==> src/rtl/wb_async_mem_master.sv <==
// Wishbone classic slave that runs timed CE/OE/WE cycles on an external async SRAM-style bus.
// Setup, strobe and hold lengths are parameters; a synchronized wait input stretches the strobe up to a timeout.
module wb_async_mem_master #(
  parameter int AW          = 18,
  parameter int DW          = 16,
  parameter int SETUP_CYC   = 1,
  parameter int STROBE_CYC  = 3,
  parameter int HOLD_CYC    = 1,
  parameter int TIMEOUT_CYC = 255
) (
  input  logic              sysclk,
  input  logic              reset_switch,
  input  logic              wb_cyc_i,
  input  logic              wb_stb_i,
  input  logic              wb_we_i,
  input  logic [AW-1:0]     wb_adr_i,
  input  logic [DW-1:0]     wb_dat_i,
  input  logic [DW/8-1:0]   wb_sel_i,
  output logic [DW-1:0]     wb_dat_o,
  output logic              wb_ack_o,
  output logic              wb_err_o,
  output logic [AW-1:0]     amem_addr_o,
  output logic [DW-1:0]     amem_d_o,
  input  logic [DW-1:0]     amem_d_i,
  output logic              amem_d_oe,
  output logic              amem_ce_n,
  output logic              amem_oe_n,
  output logic              amem_we_n,
  output logic [DW/8-1:0]   amem_be_n,
  input  logic              amem_wait_n_i
);

  localparam int BL = DW / 8;

  localparam logic [2:0] S_IDLE   = 3'd0;
  localparam logic [2:0] S_SETUP  = 3'd1;
  localparam logic [2:0] S_STROBE = 3'd2;
  localparam logic [2:0] S_WAIT   = 3'd3;
  localparam logic [2:0] S_HOLD   = 3'd4;
  localparam logic [2:0] S_ACK    = 3'd5;

  // The shared counter is loaded with N-1 so a state lasts exactly N cycles.
  localparam logic [7:0] SETUP_LD   = 8'(SETUP_CYC - 1);
  localparam logic [7:0] STROBE_LD  = 8'(STROBE_CYC - 1);
  localparam logic [7:0] HOLD_LD    = 8'(HOLD_CYC - 1);
  localparam logic [7:0] TIMEOUT_LD = 8'(TIMEOUT_CYC - 1);

  logic [2:0]    r_state;
  logic [7:0]    r_cnt;
  logic          r_wait_meta;
  logic          r_wait_s;
  logic          r_we;
  logic          r_err_flag;
  logic          r_abort;
  logic          r_ack;
  logic          r_err;
  logic [DW-1:0] r_dat_o;
  logic [AW-1:0] r_addr;
  logic [DW-1:0] r_d_o;
  logic          r_d_oe;
  logic          r_ce_n;
  logic          r_oe_n;
  logic          r_we_n;
  logic [BL-1:0] r_be_n;

  logic w_req;
  logic w_cnt_zero;
  logic w_go_wait;
  logic w_timeout;
  logic w_release;

  assign w_req      = wb_cyc_i & wb_stb_i;
  assign w_cnt_zero = (r_cnt == 8'd0);
  assign w_go_wait  = (r_state == S_STROBE) & w_cnt_zero & ~r_wait_s;
  assign w_timeout  = (r_state == S_WAIT) & w_cnt_zero & ~r_wait_s;
  assign w_release  = ((r_state == S_STROBE) & w_cnt_zero & r_wait_s) |
                      ((r_state == S_WAIT) & (r_wait_s | w_cnt_zero));

  always_ff @(posedge sysclk or posedge reset_switch) begin
    if (reset_switch) begin
      r_wait_meta <= 1'b1;
      r_wait_s    <= 1'b1;
    end else begin
      r_wait_meta <= amem_wait_n_i;
      r_wait_s    <= r_wait_meta;
    end
  end

  always_ff @(posedge sysclk or posedge reset_switch) begin
    if (reset_switch) begin
      r_state    <= S_IDLE;
      r_cnt      <= 8'd0;
      r_we       <= 1'b0;
      r_err_flag <= 1'b0;
      r_abort    <= 1'b0;
      r_ack      <= 1'b0;
      r_err      <= 1'b0;
      r_dat_o    <= '0;
      r_addr     <= '0;
      r_d_o      <= '0;
      r_d_oe     <= 1'b0;
      r_ce_n     <= 1'b1;
      r_oe_n     <= 1'b1;
      r_we_n     <= 1'b1;
      r_be_n     <= '1;
    end else begin
      case (r_state)
        S_IDLE: begin
          if (w_req) begin
            r_addr     <= wb_adr_i;
            r_d_o      <= wb_dat_i;
            r_be_n     <= ~wb_sel_i;
            r_ce_n     <= 1'b0;
            r_d_oe     <= wb_we_i;
            r_we       <= wb_we_i;
            r_abort    <= 1'b0;
            r_err_flag <= 1'b0;
            r_cnt      <= SETUP_LD;
            r_state    <= S_SETUP;
          end
        end
        S_SETUP: begin
          if (w_cnt_zero) begin
            if (r_we) r_we_n <= 1'b0;
            else      r_oe_n <= 1'b0;
            r_cnt   <= STROBE_LD;
            r_state <= S_STROBE;
          end else begin
            r_cnt <= r_cnt - 8'd1;
          end
        end
        S_STROBE, S_WAIT: begin
          if (w_release) begin
            r_oe_n <= 1'b1;
            r_we_n <= 1'b1;
            // A timed-out read leaves the previous read data in place.
            if (!r_we && !w_timeout) r_dat_o <= amem_d_i;
            if (w_timeout) r_err_flag <= 1'b1;
            r_cnt   <= HOLD_LD;
            r_state <= S_HOLD;
          end else if (w_go_wait) begin
            r_cnt   <= TIMEOUT_LD;
            r_state <= S_WAIT;
          end else begin
            r_cnt <= r_cnt - 8'd1;
          end
        end
        S_HOLD: begin
          if (w_cnt_zero) begin
            r_ce_n  <= 1'b1;
            r_be_n  <= '1;
            r_d_oe  <= 1'b0;
            r_ack   <= wb_cyc_i & ~r_abort & ~r_err_flag;
            r_err   <= wb_cyc_i & ~r_abort & r_err_flag;
            r_state <= S_ACK;
          end else begin
            r_cnt <= r_cnt - 8'd1;
          end
        end
        S_ACK: begin
          r_ack      <= 1'b0;
          r_err      <= 1'b0;
          r_err_flag <= 1'b0;
          r_state    <= S_IDLE;
        end
        default: r_state <= S_IDLE;
      endcase

      // Remember a dropped cycle so a re-raised cyc cannot collect this access's ack.
      if ((r_state != S_IDLE) && (r_state != S_ACK) && !wb_cyc_i)
        r_abort <= 1'b1;
    end
  end

  assign wb_dat_o    = r_dat_o;
  assign wb_ack_o    = r_ack;
  assign wb_err_o    = r_err;
  assign amem_addr_o = r_addr;
  assign amem_d_o    = r_d_o;
  assign amem_d_oe   = r_d_oe;
  assign amem_ce_n   = r_ce_n;
  assign amem_oe_n   = r_oe_n;
  assign amem_we_n   = r_we_n;
  assign amem_be_n   = r_be_n;

endmodule
==> config.mk <==
export PLATFORM = sky130hd
export DESIGN_NAME = wb_async_mem_master
export DESIGN_NICKNAME = d
export VERILOG_FILES = /design/src/rtl/wb_async_mem_master.sv
export SDC_FILE = /design/constraint.sdc
export NUM_CORES = 1
export LEC_CHECK = 0
export BUFFER_PORTS_ARGS = -buffer_cell sky130_fd_sc_hd__clkbuf_2
export CORE_ASPECT_RATIO = 0.5
export CORE_MARGIN = 1.5
export CORE_UTILIZATION = 28
export DETAILED_ROUTE_END_ITERATION = 10
export PLACE_DENSITY = 0.49
export SETUP_SLACK_MARGIN = 0.5
export SLEW_MARGIN = 10
export SYNTH_ARGS = -nofsm -noshare
export SYNTH_HDL_FRONTEND = slang
export SYNTH_SLANG_ARGS = --single-unit
==> constraint.sdc <==
create_clock -name sysclk -period 4.94 [get_ports sysclk]
set_input_delay 0.494 -clock sysclk [delete_from_list [all_inputs] [get_ports sysclk]]
set_output_delay 0.494 -clock sysclk [all_outputs]
set_load 0.1 [all_outputs]
==> results.txt <==
The flow ran to the end, and the final reports show no timing, DRC or antenna violations. Post-synthesis cell count: 253. Setup violations remaining at the end of the flow were counted as 0. Once the clock tree was built, the setup fixing pass inserted 0 buffers. The relative max-transition margin is 0.3748.

The met3 usage in global routing is 0.03562, and the first-pass iteration count of the detailed router is 4. Clock root buffer: sky130_fd_sc_hd__clkbuf_16. The logs give 330 ps for the source-to-sink clock delay at the later pin of the worst-skew pair and 116 for the count of pins on the block boundary. In this run the vertical extent of the chip is 80.07 µm. Net count after synthesis: 313.

The logs give 0 ps for the accumulated negative setup slack and 0 for the global-route congestion overflow total. For the count of vias placed by the detailed router, the log shows 2,457. The tools report the number of antenna violations at the first check in global routing as 0. The starting utilization of the core area is 0.2947, and the overall die width is 157.1 µm. The HPWL after detailed placement is 5622 µm.

For the number of violations reported at the end of detailed-routing iteration 0, the log shows 149. The final net count is 428, and the final routed wire length divided by cell count is 14.55 µm. Averaged over all synthesized cells, the footprint is 13.15 µm². The area share of the largest cell type after synthesis is 0.5041. The tightest min-delay check is of the input port to register type. The async set-or-reset flop fraction in the synthesized netlist is 1.000, and the placeable core region is 11,280 µm². Gates resized during post-CTS repair numbered 0. The run gives 0 as the final antenna diode count.

Most used standard cell by instance count after synthesis: sky130_fd_sc_hd__dfrtp_1. Most instantiated flip-flop cell in the synthesis netlist: sky130_fd_sc_hd__dfrtp_1. The type of origin of the critical path was a register. Achievable frequency: 0.3885 GHz. TritonCTS built the clock tree.

The critical path is of the register to register type. The longest clock path from root to sink contains 2 buffers. Met2 global-route usage: 0.2354.

The quantity of hold-fixing buffers added after cts is 0. The logs give 0 for the final-report max-slew violation count and 74 for the clock sink total. The clock arrives with 7.221 ps of skew.

The floorplan has 27 rows. The count of buffers added on input and output ports is 115. Routability-driven placement finished with a final weighted congestion of 0.7990. The final clock period utilization by the worst path was 0.5210.

The run gives 0.1297 as the combined global-route utilization of all metal layers. Dividing the detail-routed via count by the number of cells gives 4.618. The run gives 2780 ps as the worst path arrival time. The first global-routing pass estimated 12,600 µm of wire.

The fraction of final layout cells sized beyond drive strength 1 works out to 0.5416. The cell taking the most area after synthesis was sky130_fd_sc_hd__dfrtp_1. For the count of endpoints failing hold in the final timing report, the log shows 0. For the total of warnings raised by yosys, the log shows 0. Critical path endpoint category: a register.

Worst endpoint required time: 5140 ps. The area of the die was 12,580 µm². Setup repair after global routing left no endpoint under its margin.

The logs give 0.1470 for the met1 demand-to-capacity share in global routing and 0 for the post-route DRC violation count. Clock-pin slew was measured on the worst setup and hold paths at 60 ps. Counting instances in the post-synthesis netlist gives the leading cell types as sky130_fd_sc_hd__dfrtp_1 (67), sky130_fd_sc_hd__mux2_2 (40), sky130_fd_sc_hd__mux2_4 (10), sky130_fd_sc_hd__nand2_1 (10), sky130_fd_sc_hd__o21ai_0 (10). The clock tree synthesis step divided the H-tree into 3 levels.

The via count of the first global-routing pass was 2,516; the area growth from synthesis to layout was 32.32%. After synthesis, the netlist uses 52 different library cells. Max-cap violations in this run came to 0. The cell area after synthesis was 3326 µm²; the layout filler cell count was 1,086. Along the worst path, the maximum fanout reaches 16. The logs give 0.5594 for the portion of the post-synthesis area used by sequential elements and 7739 µm for the total routed wirelength. The count of flip-flops with a built-in enable after synthesis came out at 0. The run gives 0 as the antenna violation net count after detailed routing. Ranked by total cell area, the synthesized netlist is headed by sky130_fd_sc_hd__dfrtp_1 (50%), sky130_fd_sc_hd__mux2_2 (14%), sky130_fd_sc_hd__dfstp_2 (5.5%).

In this run, synthesis produced a sequential element count of 74. The time the worst path needs with I/O delays and setup is 2574 ps, and the maximum number of pins on one net before global-route repair is 75. Global-route layer with the greatest usage: met2. At the pin with the least slew margin, the transition time is 937.7 ps.

The number of buffers inserted during clock tree synthesis was 9.
flip-flops by register name (all words and copies together), names as in the netlist, 2 cells and up:
name and cells:
amem_addr_o 18, amem_be_n 2, amem_d_o 16, r_cnt 8, r_state 3, wb_dat_o 16
final cells by class:
type	count	area, µm²	area share
Sequential cell	74	1861	0.4228
Tap cell	159	198.9	0.04521
Multi-Input combinational cell	157	1363	0.3096
Timing Repair Buffer	117	590.6	0.1342
Inverter	9	33.78	0.007677
Clock inverter	4	97.59	0.02218
Clock buffer	12	256.5	0.05829
cells in the final DEF, fill, tap and decap left out, types with 3 or more instances in the layout:
| cell type | count |
|---|---|
| sky130_fd_sc_hd__mux2_2 | 40 |
| sky130_fd_sc_hd__clkbuf_16 | 9 |
| sky130_fd_sc_hd__inv_1 | 8 |
| sky130_fd_sc_hd__nand2_1 | 10 |
| sky130_fd_sc_hd__a31oi_1 | 3 |
| sky130_fd_sc_hd__a21oi_1 | 8 |
| sky130_fd_sc_hd__dfstp_2 | 7 |
| sky130_fd_sc_hd__nor2_1 | 5 |
| sky130_fd_sc_hd__dfrtp_1 | 67 |
| sky130_fd_sc_hd__nor3_1 | 6 |
| sky130_fd_sc_hd__clkbuf_2 | 115 |
| sky130_fd_sc_hd__or3_1 | 3 |
| sky130_fd_sc_hd__bufinv_16 | 3 |
| sky130_fd_sc_hd__a21o_1 | 3 |
| sky130_fd_sc_hd__nand3_1 | 3 |
| sky130_fd_sc_hd__nor2b_1 | 4 |
| sky130_fd_sc_hd__o21ai_0 | 10 |
| sky130_fd_sc_hd__a211o_1 | 6 |
| sky130_fd_sc_hd__a32oi_1 | 5 |
| sky130_fd_sc_hd__mux2_4 | 10 |
layer usage:
metal	wire length (µm)	part of all wire
met1	3204	0.41
met2	4197	0.54
met3	216	0.028
met4	120	0.016
met5	0	0
worst max-delay path, cell delays in order, from the launching register on:
cell and delay, ps:
sky130_fd_sc_hd__dfrtp_1 400, sky130_fd_sc_hd__inv_1 90, sky130_fd_sc_hd__ha_1 170, sky130_fd_sc_hd__or4b_4 540, sky130_fd_sc_hd__nor2_4 150, sky130_fd_sc_hd__o211a_1 690
sky130_fd_sc_hd__mux2_2 410
path summary, 6_finish.rpt:
| kind | from | end | slack, ps | cells past startpoint |
|---|---|---|---|---|
| min in group asynchronous | reset_switch | amem_d_o[1]$_DFFE_PP0P_ | 430 | 3 |
| min reg2reg | r_wait_meta$_DFF_PP1_ | r_wait_s$_DFF_PP1_ | 360 | 0 |
| max | r_cnt[0]$_DFFE_PP0P_ | wb_dat_o[13]$_DFFE_PP0P_ | 2370 | 6 |
| max in group asynchronous | reset_switch | r_state[1]$_DFFE_PP0P_ | 3900 | 3 |
| min | amem_wait_n_i | r_wait_meta$_DFF_PP1_ | 250 | 1 |
| max reg2reg | r_cnt[0]$_DFFE_PP0P_ | wb_dat_o[13]$_DFFE_PP0P_ | 2370 | 6 |
stage by stage:
step                std cells  cell area (µm²)    util  setup slack (ps)  hold WS [ps]
finish                    532             4400  0.3900              2366         245.8
global placement          516             4046  0.3586              2440         347.0
CTS                       532             4400  0.3900              2347         228.9
detailed placement        516             4046  0.3586              2376         347.6
floorplan                 253             3326       -              2576         345.2
global route              532             4400  0.3900              2238         227.2
logic make-up (layout without fill, tap and decap cells):
logic type / count (synthesis) / after routing / share of synthesized area
flip-flops: 74 / 74 / 0.5594
AO/OA/AOI/OAI: 52 / 52 / 0.1181
multiplexers: 52 / 52 / 0.1866
AND/OR/NAND/NOR: 50 / 50 / 0.09217
buffers and inverters: 22 / 142 / 0.03348
adder cells (fa/ha/maj): 2 / 2 / 0.007523
XOR/XNOR: 1 / 1 / 0.002634
Power is left out: the tool's default activity adds up to more than one toggle a clock period on the data nets, which glitch-free logic cannot reach.
